<file path="config.mk">
export PLATFORM = sky130hd
export DESIGN_NAME = ram_loader_flat
export DESIGN_NICKNAME = d
export VERILOG_FILES = /design/src/rtl/ram_loader_pkg.sv /design/src/rtl/ram_loader_if.sv /design/src/rtl/ram_loader_word_packer.sv /design/src/rtl/ram_loader.sv /design/src/flat_wrapper.sv
export SDC_FILE = /design/constraint.sdc
export NUM_CORES = 1
export LEC_CHECK = 0
export CAP_MARGIN = 20
export CORE_MARGIN = 1
export CORE_UTILIZATION = 39
export CTS_CLUSTER_SIZE = 25
export DETAILED_ROUTE_END_ITERATION = 10
export PLACE_DENSITY_LB_ADDON = 0.05
export SYNTH_ARGS = -nofsm -noshare
export SYNTH_HDL_FRONTEND = slang
export SYNTH_SLANG_ARGS = --single-unit
export TNS_END_PERCENT = 1
</file>
<file path="constraint.sdc">
create_clock -name clk -period 3.8 [get_ports clk]
set_input_delay 0.76 -clock clk [delete_from_list [all_inputs] [get_ports clk]]
set_output_delay 0.76 -clock clk [all_outputs]
set_load 0.01 [all_outputs]
</file>
<file path="src/rtl/ram_loader_pkg.sv">
// Shared types and constants for the byte-stream-to-RAM loader.
package ram_loader_pkg;

    // Loader control states.
    typedef enum logic [1:0] {
        IDLE    = 2'd0,
        COLLECT = 2'd1,
        WRITE   = 2'd2,
        DONE    = 2'd3
    } state_e;

    // Bytes assembled into one RAM word.
    localparam int BYTES_PER_WORD = 4;

    // Width of the assembled word coming out of the packer.
    localparam int WORD_BITS = BYTES_PER_WORD * 8;

    // Width of the byte index inside a word.
    localparam int BYTE_IDX_W = $clog2(BYTES_PER_WORD);

    // Index of the final byte of a word.
    localparam logic [BYTE_IDX_W-1:0] LAST_BYTE_IDX = BYTE_IDX_W'(BYTES_PER_WORD - 1);

endpackage

</file>
<file path="src/rtl/ram_loader_if.sv">
// Bundle of the load-control, byte-stream and RAM-side signals of the loader.
interface ram_loader_if
    import ram_loader_pkg::*;
#(
    parameter int WIDTH = 32
);
    logic             start;
    logic [WIDTH-1:0] base_addr;
    logic [WIDTH-1:0] word_count;
    logic [7:0]       in_data;
    logic             in_valid;
    logic             in_ready;
    logic [WIDTH-1:0] ram_address;
    logic [WIDTH-1:0] ram_wdata;
    logic             ram_enw;
    logic             busy;
    logic             done;
    logic [WIDTH-1:0] checksum;

    // The side that requests loads and supplies bytes.
    modport master (
        output start, base_addr, word_count, in_data, in_valid,
        input  in_ready, ram_address, ram_wdata, ram_enw, busy, done, checksum
    );

    // The loader itself.
    modport slave (
        input  start, base_addr, word_count, in_data, in_valid,
        output in_ready, ram_address, ram_wdata, ram_enw, busy, done, checksum
    );

endinterface

</file>
<file path="src/rtl/ram_loader_word_packer.sv">
// Assembles incoming bytes little-endian into one word and flags when it is complete.
module word_packer
    import ram_loader_pkg::*;
(
    input  logic                 clk,
    input  logic                 rst,
    input  logic                 clear,
    input  logic                 byte_valid,
    input  logic [7:0]           byte_in,
    output logic [WORD_BITS-1:0] word,
    output logic                 full,
    output logic                 last_byte
);

    logic [WORD_BITS-1:0]  word_q, word_d;
    logic [BYTE_IDX_W-1:0] idx_q, idx_d;
    logic                  full_q, full_d;

    // Place each accepted byte in its lane; a clear restarts at byte 0 but keeps the old word visible.
    always_comb begin
        word_d = word_q;
        idx_d  = idx_q;
        full_d = full_q;
        if (clear) begin
            idx_d  = '0;
            full_d = 1'b0;
        end else if (byte_valid) begin
            word_d[{idx_q, 3'b000} +: 8] = byte_in;
            if (idx_q == LAST_BYTE_IDX) begin
                idx_d  = '0;
                full_d = 1'b1;
            end else begin
                idx_d = idx_q + 1'b1;
            end
        end
    end

    // Packer state registers.
    always_ff @(posedge clk) begin
        if (rst) begin
            word_q <= '0;
            idx_q  <= '0;
            full_q <= 1'b0;
        end else begin
            word_q <= word_d;
            idx_q  <= idx_d;
            full_q <= full_d;
        end
    end

    assign word      = word_q;
    assign full      = full_q;
    assign last_byte = byte_valid && !clear && (idx_q == LAST_BYTE_IDX);

endmodule

</file>
<file path="src/rtl/ram_loader.sv">
// Loads a byte stream into consecutive RAM words starting at a base index, keeping a running checksum.
module ram_loader
    import ram_loader_pkg::*;
#(
    parameter int WIDTH = 32
)(
    input  logic         clk,
    input  logic         rst,
    ram_loader_if.slave  bus
);

    localparam logic [WIDTH-1:0] ONE = WIDTH'(1);

    state_e           state_q, state_d;
    logic [WIDTH-1:0] base_q, base_d;
    logic [WIDTH-1:0] count_q, count_d;
    logic [WIDTH-1:0] word_idx_q, word_idx_d;
    logic [WIDTH-1:0] checksum_q, checksum_d;
    logic             done_q, done_d;

    logic                 pk_clear;
    logic                 pk_accept;
    logic [WORD_BITS-1:0] pk_word;
    logic                 pk_full;
    logic                 pk_last;
    logic [WIDTH-1:0]     packed_ext;

    assign pk_accept  = bus.in_valid && (state_q == COLLECT);
    assign packed_ext = WIDTH'(pk_word);

    word_packer u_packer (
        .clk        (clk),
        .rst        (rst),
        .clear      (pk_clear),
        .byte_valid (pk_accept),
        .byte_in    (bus.in_data),
        .word       (pk_word),
        .full       (pk_full),
        .last_byte  (pk_last)
    );

    // Next-state and control decode; the done pulse is registered so it lands one cycle after DONE.
    always_comb begin
        state_d    = state_q;
        base_d     = base_q;
        count_d    = count_q;
        word_idx_d = word_idx_q;
        checksum_d = checksum_q;
        pk_clear   = 1'b0;
        done_d     = (state_q == DONE);
        case (state_q)
            IDLE: begin
                if (bus.start) begin
                    base_d     = bus.base_addr;
                    count_d    = bus.word_count;
                    checksum_d = '0;
                    word_idx_d = '0;
                    pk_clear   = 1'b1;
                    state_d    = (bus.word_count != '0) ? COLLECT : DONE;
                end
            end
            COLLECT: begin
                if (pk_last) begin
                    state_d = WRITE;
                end
            end
            WRITE: begin
                checksum_d = checksum_q + packed_ext;
                pk_clear   = 1'b1;
                if (word_idx_q == count_q - ONE) begin
                    state_d = DONE;
                end else begin
                    word_idx_d = word_idx_q + ONE;
                    state_d    = COLLECT;
                end
            end
            DONE: begin
                state_d = IDLE;
            end
            default: begin
                state_d = IDLE;
            end
        endcase
    end

    // Control and datapath registers; reset abandons any partial word.
    always_ff @(posedge clk) begin
        if (rst) begin
            state_q    <= IDLE;
            base_q     <= '0;
            count_q    <= '0;
            word_idx_q <= '0;
            checksum_q <= '0;
            done_q     <= 1'b0;
        end else begin
            state_q    <= state_d;
            base_q     <= base_d;
            count_q    <= count_d;
            word_idx_q <= word_idx_d;
            checksum_q <= checksum_d;
            done_q     <= done_d;
        end
    end

    assign bus.in_ready    = (state_q == COLLECT);
    assign bus.ram_enw     = (state_q == WRITE) && pk_full;
    assign bus.ram_address = base_q + word_idx_q;
    assign bus.ram_wdata   = packed_ext;
    assign bus.busy        = (state_q != IDLE);
    assign bus.done        = done_q;
    assign bus.checksum    = checksum_q;

endmodule

</file>
<file path="src/flat_wrapper.sv">
// flat-port wrapper written by rule: the top's interface ports become plain ports
module ram_loader_flat import ram_loader_pkg::*;
#(
    parameter int WIDTH = 32
)
  (clk, rst, bus_start, bus_base_addr, bus_word_count, bus_in_data, bus_in_valid, bus_in_ready, bus_ram_address, bus_ram_wdata, bus_ram_enw, bus_busy, bus_done, bus_checksum);
  ram_loader_if #(.WIDTH(WIDTH)) bus_i ();
  input  logic clk;
  input  logic rst;
  input wire logic [$bits(bus_i.start)-1:0] bus_start;
  input wire logic [$bits(bus_i.base_addr)-1:0] bus_base_addr;
  input wire logic [$bits(bus_i.word_count)-1:0] bus_word_count;
  input wire logic [$bits(bus_i.in_data)-1:0] bus_in_data;
  input wire logic [$bits(bus_i.in_valid)-1:0] bus_in_valid;
  output wire logic [$bits(bus_i.in_ready)-1:0] bus_in_ready;
  output wire logic [$bits(bus_i.ram_address)-1:0] bus_ram_address;
  output wire logic [$bits(bus_i.ram_wdata)-1:0] bus_ram_wdata;
  output wire logic [$bits(bus_i.ram_enw)-1:0] bus_ram_enw;
  output wire logic [$bits(bus_i.busy)-1:0] bus_busy;
  output wire logic [$bits(bus_i.done)-1:0] bus_done;
  output wire logic [$bits(bus_i.checksum)-1:0] bus_checksum;
  assign bus_i.start = bus_start;
  assign bus_i.base_addr = bus_base_addr;
  assign bus_i.word_count = bus_word_count;
  assign bus_i.in_data = bus_in_data;
  assign bus_i.in_valid = bus_in_valid;
  assign bus_in_ready = bus_i.in_ready;
  assign bus_ram_address = bus_i.ram_address;
  assign bus_ram_wdata = bus_i.ram_wdata;
  assign bus_ram_enw = bus_i.ram_enw;
  assign bus_busy = bus_i.busy;
  assign bus_done = bus_i.done;
  assign bus_checksum = bus_i.checksum;
  ram_loader #(.WIDTH(WIDTH)) u_core (.clk(clk), .rst(rst), .bus(bus_i));
endmodule
</file>
==> results.sh <==
export IMPL_pin_count=176
export IMPL_reg2reg_slack_ns=0.16
export IMPL_drive_above_1_share_pct=11.1
export IMPL_power_density_nw_per_um2=311
export IMPL_drv_cap=0
export IMPL_endpoint_kind="primary output"
export IMPL_cts_buffers=17
export IMPL_synth_top_cell_by_area="dfxtp_1"
export IMPL_grt_pass1_wl_um=51400
export IMPL_crit_fanout=3
export IMPL_min_period_ns=4.00
export IMPL_vias_per_cell=5.43
export IMPL_min_path_cells=2
export IMPL_finClkSkew_ns=0.0138
export IMPL_synth_compound_area_share_pct=24.1
export IMPL_clk_latency_ns=0.43
export IMPL_synth_xor_area_share_pct=7.41
export IMPL_ys_seq_area_share_pct=30.9
export IMPL_dieArea_um2=28200
export IMPL_max_vdd_ir_drop_mv=0.261
export IMPL_holdWs_ns=0.458
export IMPL_ys_ff_latch=166
export IMPL_fmax_ghz=0.250
export IMPL_wl_per_cell_um=16.3
export IMPL_synth_top_family_by_area="simple AND/OR/NAND/NOR gates"
export IMPL_place_congestion=0.910
export IMPL_clk_path_buf_depth=2
export IMPL_final_cell_mix="nand2_1, dfxtp_1, a21oi_1, clkdlybuf4s50_1, nor2_1"
export IMPL_core_area_um2=27000
export IMPL_synthFlopType="dfxtp_1"
export IMPL_yosysWarningCount=0
export IMPL_min_to="u_core.base_q[18]"
export IMPL_drtAntennaViolNets=0
export IMPL_multi_input_area_um2=7150
export IMPL_max_slew_worst_pin_slew_ns=1.01
export IMPL_grt_usage_pct=22.7
export IMPL_outcome="complete, but fails checks"
export IMPL_synth_edf_count=0
export IMPL_totalWireLength_um=32100
export IMPL_fillCellCount=2619
export IMPL_slew_headroom_pct=32.0
export IMPL_reg2regPathDepth=11
export IMPL_dr_pass1_iters=5
export IMPL_first_global_vias=10110
export IMPL_start_kind="flip-flop"
export IMPL_reg2reg_from="u_core.u_packer.word[0]"
export IMPL_setup_slack_ns=-0.197
export IMPL_num_vias=10732
export IMPL_final_common_cell="nand2_1"
export IMPL_hp_class="flip-flop to flip-flop"
export IMPL_synth_area_um2=10800
export IMPL_setup_tns_ns=-0.280
export IMPL_synth_top_cell_area_share_pct=30.9
export IMPL_area_delta_synth_final_pct=31.1
export IMPL_regArea_um2=3330
export IMPL_antenna_found_initial=1
export IMPL_drc=0
export IMPL_r2r_end="u_core.bus.checksum[30]"
export IMPL_slew_viol_final=0
export IMPL_synth_fa_ha_area_share_pct=8.52
export IMPL_fin_util_pct=52.2
export IMPL_die_width_um=168
export IMPL_cp_arrival_ns=3.24
export IMPL_start_util_pct=39.8
export IMPL_place_port_buffers=175
export IMPL_critPathKind="flip-flop to primary output"
export IMPL_cts_root_buf="clkbuf_16"
export IMPL_cts_tree="done"
export IMPL_syn_avg_cell_area_um2=7.72
export IMPL_clk_pin_slew_ns=0.06
export IMPL_setup_viol=2
export IMPL_num_antenna_cells=0
export IMPL_muxShareOfSynthArea_pct=0.477
export IMPL_violations="negative setup slack"
export IMPL_syn_num_nets=1540
export IMPL_dp_cells=1935
export IMPL_final_hold_violation_count=0
export IMPL_min_from="u_core.base_q[18]"
export IMPL_p_leak_nw=5.72
export IMPL_final_instance_count_excl_fill=1975
export IMPL_place_ws_ns=-0.557
export IMPL_rsz0062_at_grt="yes"
export IMPL_gr_total_overflow=0
export IMPL_fin_nets=1770
export IMPL_drt_iter0_drc=490
export IMPL_required_ns=3.04
export IMPL_yosys_area_share_simple_pct=24.6
export IMPL_synth_area_top_cells="dfxtp_1, ha_1, nand2_1"
export IMPL_dp_hpwl_um=24200
export IMPL_dieHeight_um=168
export IMPL_crit_start="u_core.word_idx_q[0]"
export IMPL_rows=60
export IMPL_ys_async_sr_fraction_pct=0
export IMPL_netlist_instances=1392
export IMPL_htree_levels=4
export IMPL_clock_sinks=166
export IMPL_grt_max_degree=41
export IMPL_fin_crit_sh_pct=105
export IMPL_synth_distinct_cells=76
logic make-up (layout without fill, tap and decap cells):
group | count (synthesis) | after routing
simple gates | 561 | 561
mux | 5 | 5
xor+xnor | 91 | 91
buf+inv | 106 | 348
compound gates | 391 | 391
fa+ha+maj | 72 | 72
flops | 166 | 166
power breakdown:
part	leakage [nW]	total (W)	internal (W)	switching, W
Combinational	4.09	0.000715	0.000313	0.000402
Sequential	1.35	0.00185	0.00179	0.0000605
Clock	0.281	0.00181	0.00107	0.000745
critical path: stages, from the launching register on:
cell	delay (ns)
dfxtp_2	0.34
ha_4	0.16
inv_2	0.05
fa_2	0.21
nor2b_2	0.05
o31ai_1	0.19
buf_4	0.17
a21oi_4	0.06
a211oi_2	0.28
a21oi_2	0.12
o211ai_1	0.27
a31o_2	0.21
or4b_1	0.43
o311ai_1	0.10
buf_2	0.18
routing by layer:
layer	global-route usage [%]	share of wire, %	vias to the layer above
li1	-	-	5463
met1	28.4	46	5001
met2	40.1	48	224
met3	3.06	3.6	42
met4	7.42	1.9	2
met5	0	0.040	-
cells in the mapped netlist (6+ instances only):
cell and number:
nand2b_1 16, o31ai_1 7, a31o_1 7, xor2_1 29, a31oi_1 8, o21a_1 15
a22oi_1 20, xnor2_1 62, and2_1 19, nor4_1 18, a21o_1 34, a2111oi_2 10
a21oi_1 160, dfxtp_1 166, inv_1 48, nor3_1 20, nand3_1 60, o21ai_0 47
nor2b_1 8, o2111ai_1 6, nand4_1 14, ha_1 70, a211oi_1 22, nor2_1 120
or3_1 12, and3_1 25, o21bai_1 8, clkbuf_1 50, nand2_1 220
worst max path at each step:
stage,endpoint,cells after the start
floorplan,bus_ram_address[28],12
global placement,bus_ram_address[30],14
detailed placement,bus_ram_address[30],14
CTS,bus_ram_address[28],14
global route,bus_ram_address[28],14
finish,bus_ram_address[28],14
stage by stage:
| step | instance area (um^2) | total power [W] |
|---|---|---|
| after floorplan | 10800 | 0.00231 |
| after detailed placement | 13300 | 0.00261 |
| after global placement | 13300 | 0.00261 |
| final | 14100 | 0.00438 |
| after global routing | 14100 | 0.00458 |
| after CTS | 14100 | 0.00443 |
layout make-up:
class,count,area share (%)
well taps,341,3.03
clock buffers,20,3.24
clock inverters,11,1.06
inverters,48,1.28
multi-input cells,1120,50.7
repair buffers,269,17.1
flip-flops and latches,166,23.6
state kept, by name, summed over array words and instances, names as in the netlist:
name	flops
u_core.u_packer.word	32
u_core.state_q	2
u_core.bus.checksum	32
u_core.u_packer.idx_q	2
u_core.u_packer.full	1
u_core.bus.done	1
u_core.count_q	32
u_core.word_idx_q	32
u_core.base_q	32
timing repair:
action,4_1_cts,5_1_grt
gates resized for setup,67,15
hold buffers,0,0
pin swaps,14,9
setup endpoints to repair,23,17
buffers inserted,9,0
endpoints found under the hold margin,0,0
Power figures use the tool's default switching activity.
